File: src/rtl/mem_load_sequencer.sv
// Write-side sequencer: turns a valid/ready word stream into sector/address write strobes
// for the 16x16x16 memory, filling sectors in order from a base sector (sector 15 is ROM).
module mem_load_sequencer #(
   parameter int DATA_WIDTH   = 16,
   parameter int NUM_SECTORS  = 15,
   parameter int SECTOR_WORDS = 16
) (
   input  logic                  clock,
   input  logic                  reset,
   input  logic                  start,
   input  logic [3:0]            base_sector,
   input  logic [7:0]            num_words,
   input  logic [DATA_WIDTH-1:0] in_data,
   input  logic                  in_valid,
   output logic                  in_ready,
   output logic [DATA_WIDTH-1:0] data_write,
   output logic [3:0]            sector_write_select,
   output logic [3:0]            write_address,
   output logic                  write_enable,
   output logic                  busy,
   output logic                  done,
   output logic                  error
);

   typedef enum logic [1:0] {
      ST_IDLE  = 2'd0,
      ST_LOAD  = 2'd1,
      ST_FLUSH = 2'd2,
      ST_DONE  = 2'd3
   } state_t;

   localparam logic [8:0] LAST_SECTOR = 9'(NUM_SECTORS - 1);
   localparam logic [3:0] LAST_ADDR   = 4'(SECTOR_WORDS - 1);

   state_t                state_q, state_d;
   logic [3:0]            sec_q, sec_d;
   logic [3:0]            addr_q, addr_d;
   logic [7:0]            remaining_q, remaining_d;
   logic [DATA_WIDTH-1:0] data_write_q, data_write_d;
   logic [3:0]            sector_q, sector_d;
   logic [3:0]            address_q, address_d;
   logic                  write_enable_q, write_enable_d;
   logic                  in_ready_q, in_ready_d;
   logic                  busy_q, busy_d;
   logic                  done_q, done_d;
   logic                  error_q, error_d;

   logic [7:0]            span_s;
   logic [8:0]            last_sector_s;
   logic                  bad_range_s;
   logic                  handshake_s;

   // Range check of a requested load and the stream handshake.
   always_comb begin
      span_s        = (num_words - 8'd1) >> 4;
      last_sector_s = {5'd0, base_sector} + {1'b0, span_s};
      bad_range_s   = (num_words == 8'd0) || (last_sector_s > LAST_SECTOR);
      handshake_s   = in_valid & in_ready_q;
   end

   // Next-state and next-output logic; outputs are registered from these values.
   always_comb begin
      state_d        = state_q;
      sec_d          = sec_q;
      addr_d         = addr_q;
      remaining_d    = remaining_q;
      data_write_d   = data_write_q;
      sector_d       = sector_q;
      address_d      = address_q;
      write_enable_d = 1'b0;
      error_d        = 1'b0;
      case (state_q)
         ST_IDLE: begin
            if (start) begin
               if (bad_range_s) begin
                  error_d = 1'b1;
               end else begin
                  state_d     = ST_LOAD;
                  sec_d       = base_sector;
                  addr_d      = 4'd0;
                  remaining_d = num_words;
               end
            end else begin
               state_d = ST_IDLE;
            end
         end
         ST_LOAD: begin
            if (handshake_s) begin
               write_enable_d = 1'b1;
               data_write_d   = in_data;
               sector_d       = sec_q;
               address_d      = addr_q;
               remaining_d    = remaining_q - 8'd1;
               // Address wraps at the sector boundary and moves on to the next sector.
               if (addr_q == LAST_ADDR) begin
                  addr_d = 4'd0;
                  sec_d  = sec_q + 4'd1;
               end else begin
                  addr_d = addr_q + 4'd1;
               end
               if (remaining_q == 8'd1) begin
                  state_d = ST_FLUSH;
               end else begin
                  state_d = ST_LOAD;
               end
            end else begin
               state_d = ST_LOAD;
            end
         end
         ST_FLUSH: state_d = ST_DONE;
         ST_DONE:  state_d = ST_IDLE;
         default:  state_d = ST_IDLE;
      endcase
      in_ready_d = (state_d == ST_LOAD);
      busy_d     = (state_d == ST_LOAD) || (state_d == ST_FLUSH);
      done_d     = (state_d == ST_DONE);
   end

   // State and output registers; reset drops any pending strobe.
   always_ff @(posedge clock) begin
      if (reset) begin
         state_q        <= ST_IDLE;
         sec_q          <= 4'd0;
         addr_q         <= 4'd0;
         remaining_q    <= 8'd0;
         data_write_q   <= '0;
         sector_q       <= 4'd0;
         address_q      <= 4'd0;
         write_enable_q <= 1'b0;
         in_ready_q     <= 1'b0;
         busy_q         <= 1'b0;
         done_q         <= 1'b0;
         error_q        <= 1'b0;
      end else begin
         state_q        <= state_d;
         sec_q          <= sec_d;
         addr_q         <= addr_d;
         remaining_q    <= remaining_d;
         data_write_q   <= data_write_d;
         sector_q       <= sector_d;
         address_q      <= address_d;
         write_enable_q <= write_enable_d;
         in_ready_q     <= in_ready_d;
         busy_q         <= busy_d;
         done_q         <= done_d;
         error_q        <= error_d;
      end
   end

   assign in_ready            = in_ready_q;
   assign data_write          = data_write_q;
   assign sector_write_select = sector_q;
   assign write_address       = address_q;
   assign write_enable        = write_enable_q;
   assign busy                = busy_q;
   assign done                = done_q;
   assign error               = error_q;

endmodule

File: config.mk
export PLATFORM = sky130hd
export DESIGN_NAME = mem_load_sequencer
export DESIGN_NICKNAME = d
export VERILOG_FILES = /design/src/rtl/mem_load_sequencer.sv
export SDC_FILE = /design/constraint.sdc
export NUM_CORES = 1
export LEC_CHECK = 0
export ABC_AREA = 1
export ABC_CLOCK_PERIOD_IN_PS = 2480
export CAP_MARGIN = 0
export CORE_UTILIZATION = 44
export DETAILED_ROUTE_END_ITERATION = 8
export PLACE_DENSITY_LB_ADDON = 0.12
export SLEW_MARGIN = 20
export SYNTH_ARGS = -nofsm -noshare
export SYNTH_HDL_FRONTEND = slang
export SYNTH_SLANG_ARGS = --single-unit
File: constraint.sdc
create_clock -name clock -period 2.48 [get_ports clock]
set_input_delay 0.496 -clock clock [delete_from_list [all_inputs] [get_ports clock]]
set_output_delay 0.496 -clock clock [all_outputs]
set_load 0.02 [all_outputs]
==> summary.md, run 1 <==
| Metric | Value |
|---|---|
| Status | complete, no violations |
| Final nets | 480 |
| Synth Flop Type | dfxtp_1 |
| Worst Skew | 0.00567 ns |
| RSZ-0062 raised after global routing | true |
| Sequential Power Share | 43.0% |
| Wire per inst | 11.0 um |
| Period utilization | 96.3% |
| Worst EP required | 2.66 ns |
| Crit-path most repeated cell | nor2_1 |
| GRT Total Usage | 20.7% |
| TNS Setup | 0 ns |
| Int Pwr | 0.00136 W |
| Max Slew Vio Count | 0 |
| Synth top area cells | dfxtp_1 39%, nor2_1 13%, nand2_1 11% |
| Via density per instance | 4.79 |
| Slew @ Worst Pin | 0.405 ns |
| CP cell instances | buf_6 > nor2_4 > nand2_2 > nor2_1 > inv_1 > nand2_1 > ha_2 > inv_2 > fa_1 > nor2_1 > nand2_1 > nor2_2 > nand3_2 > nand3_4 > nand2_4 > ha_4 > nor2_1 |
| Die Span X | 76.0 um |
| Hold buffers post-CTS | 0 |
| Max-cap violations | 0 |
| Period minus WS final | 2.39 ns |
| Worst-Skew Late Latency | 0.30 ns |
| Fin. Hold Viols | 0 |
| Register area | 941 um^2 |
| IO Pins | 61 |
| Final WL | 5590 um |
| Synth-to-layout area growth | 43.8% |
| CTS root buffer | clkbuf_8 |
| Setup crit end kind | flip-flop |
| # fillers | 460 |
| Area of the multi-input gates | 1370 um^2 |
| Power Density | 592 nW/um^2 |
| Normalized max-slew margin | 72.9% |
| Port Buf Inserts | 60 |
| Top-area cell type share of the netlist area | 39.1% |
| EDFF count, synth | 0 |
| Via count | 2437 |
| CP max stage delay | 0.43 ns |
| Yosys top cell by area | dfxtp_1 |
| Clock share of power | 23.7% |
| P_leak | 1.62 nW |
| Layout cells sized above 1 | 16.4% |
| Syn nets | 400 |
| Post-synthesis register bit count | 47 |
| Syn avg cell area | 6.72 um^2 |
| Sw Share | 33.5% |
| Pin count of the biggest net entering global routing | 36 |
| Hold Path Class | flip-flop to flip-flop |
| Post-Layout Inst Area | 3460 um^2 |
| CTS tree | done |
| H-tree levels | 2 |
| Setup-failing EPs final | 0 |
| Setup Crit Path Kind | primary input to flip-flop |
| N_diodes | 0 |
| Number of global-route vias before repair | 2315 |
| Final total power | 0.00205 W |
| Cts bufs inserted | 5 |
| Post-synthesis sequential area ratio | 39.1% |
| First-pass detailed-route iteration total | 4 |
| CP Max Fanout | 7 |
| Combinational share of power | 33.4% |
| DRC violations left | 0 |
| First-pass GRT wire length | 9820 um |
| Crit path arrival time | 2.57 ns |
| Slowest CP cell | fa_1 |
| Final GP Congestion | 0.826 |
| Fmax | 419 MHz |
| CTS Sinks | 47 |
| DP Area | 3210 um^2 |
| Die height | 76.0 um |
| Clk buf depth | 2 |
| Worst vdd ir | 0.000327 V |
| Synth Warn # | 0 |
| Critical path launch point type | primary input |
| Row count | 26 |
| Initial Utilization | 46.5% |
| Psw | 0.000686 W |
| Post-synthesis cell area | 2410 um^2 |
| Async S/R FF share, synth | 0% |
| GRT Residual Overflow | 0 |
| Final ANT Viol Nets | 0 |
| Clk pin slew, worst setup/hold paths | 0.08 ns |
| Detailed Place HPWL | 3990 um |
| DRT iter0 DRCs | 66 |
| Core area | 5170 um^2 |
| Die area | 5770 um^2 |
| Synth unique cells | 28 |
| Mapped Cells | 358 |
| Initial antenna violation count | 0 |
metal layers:
| metal | wire, um | vias to the layer above | global-route usage, % |
|---|---|---|---|
| li1 | - | 1295 | - |
| met1 | 2720 | 1104 | 25.0 |
| met2 | 2650 | 33 | 36.9 |
| met3 | 159 | 5 | 4.10 |
| met4 | 53 | 0 | 6.35 |
| met5 | 0 | - | 0 |
cells in the mapped netlist (3+ instances only):
master	n
o21ai_0	31
nand2_1	72
buf_2	9
nand3_1	21
clkbuf_1	4
a21oi_1	22
ha_1	9
nor2_1	85
nand3_2	3
inv_1	32
inv_2	3
dfxtp_1	47
power groups by stage:
stage / sequential (W) / clock (W) / combinational (W)
4_1_cts: 0.000880 / 0.000502 / 0.000656
6_report: 0.000881 / 0.000485 / 0.000684
5_1_grt: 0.000892 / 0.000537 / 0.000773
3_3_place_gp: 0.000896 / 0 / 0.000623
2_1_floorplan: 0.000925 / 0 / 0.000384
3_5_place_dp: 0.000896 / 0 / 0.000630
cell usage in the layout, fill, tap and decap left out, drive strengths merged:
cell type and count:
clkinv 1, mux2i 1, inv 35, xor2 2
buf 31, nand3 24, nor3b 1, clkdlybuf4s50 54
or2 2, dfxtp 47, clkbuf 7, o31ai 1
ha 9, nand4 2, clkinvlp 1, nand2 74
a21oi 22, a2bb2oi 1, o221a 1, fa 1
dlygate4sd2 2, o21ai 33, nor2 87
final cells by class:
type / count / share of cell area [%]
Multi-Input combinational cell: 261 / 39.5
Sequential cell: 47 / 27.2
Clock inverter: 2 / 0.470
Clock buffer: 6 / 2.39
Timing Repair Buffer: 88 / 24.1
Inverter: 35 / 3.79
Tap cell: 70 / 2.53
what timing repair did:
action,4_1_cts,5_1_grt
endpoints found under the setup margin,19,19
cloned,1,0
gates resized for setup,21,26
endpoints found under the hold margin,0,0
pin swaps,14,21
buffers inserted,5,1
worst paths after layout:
| check | startpoint | end | slack, ns | cells past startpoint |
|---|---|---|---|---|
| max | num_words[1] | busy | 0.09 | 17 |
| min | remaining_q[1] | remaining_q[1] | 0.49 | 2 |
| max reg2reg | state_q[1] | busy | 0.70 | 9 |
| min reg2reg | remaining_q[1] | remaining_q[1] | 0.49 | 2 |
registers in the layout (all words and copies together), names as in the netlist:
name and cells:
data_write 16, remaining_q 8, addr_q 4, sec_q 4, sector_write_select 4, write_address 4
state_q 2, busy 1, done 1, error 1, in_ready 1, write_enable 1
stage by stage:
stage	util, %	setup slack, ns	std cells	hold WS (ns)
2_1_floorplan	-	-0.0392	358	0.455
3_3_place_gp	62.1	-0.517	494	0.471
3_5_place_dp	62.1	-0.561	494	0.476
4_1_cts	65.7	0.000133	508	0.490
5_1_grt	66.9	-0.0477	509	0.527
6_report	66.9	0.0924	509	0.488
kinds of logic (layout without fill, tap and decap cells):
group                      after synthesis  after routing  synth area share [%]
buffers and inverters                   50            131                  8.73
DFF                                     47             47                  39.1
adders and majority gates               10             10                  5.51
xor gates and xnor gates                 2              2                 0.728
muxes                                    1              1                 0.416
AOI/OAI and AO/OA                       58             58                  12.6
and+or+nand+nor                        190            190                  33.0
worst max-delay path, delay by kind of cell:
family,cells,cell delay (ns)
fa+ha+maj,3,0.88
buf+inv,3,0.20
simple gates,11,1.01
Power figures use the tool's default switching activity.
==> run 2, diff against run 1 <==
--- a/config.mk
+++ b/config.mk
@@ -11,7 +11,6 @@
 export CORE_UTILIZATION = 44
 export DETAILED_ROUTE_END_ITERATION = 8
 export PLACE_DENSITY_LB_ADDON = 0.12
-export SLEW_MARGIN = 20
 export SYNTH_ARGS = -nofsm -noshare
 export SYNTH_HDL_FRONTEND = slang
 export SYNTH_SLANG_ARGS = --single-unit
==> results of run 2 <==
The final DEF is identical to that of run 1; final timing and power are the same.
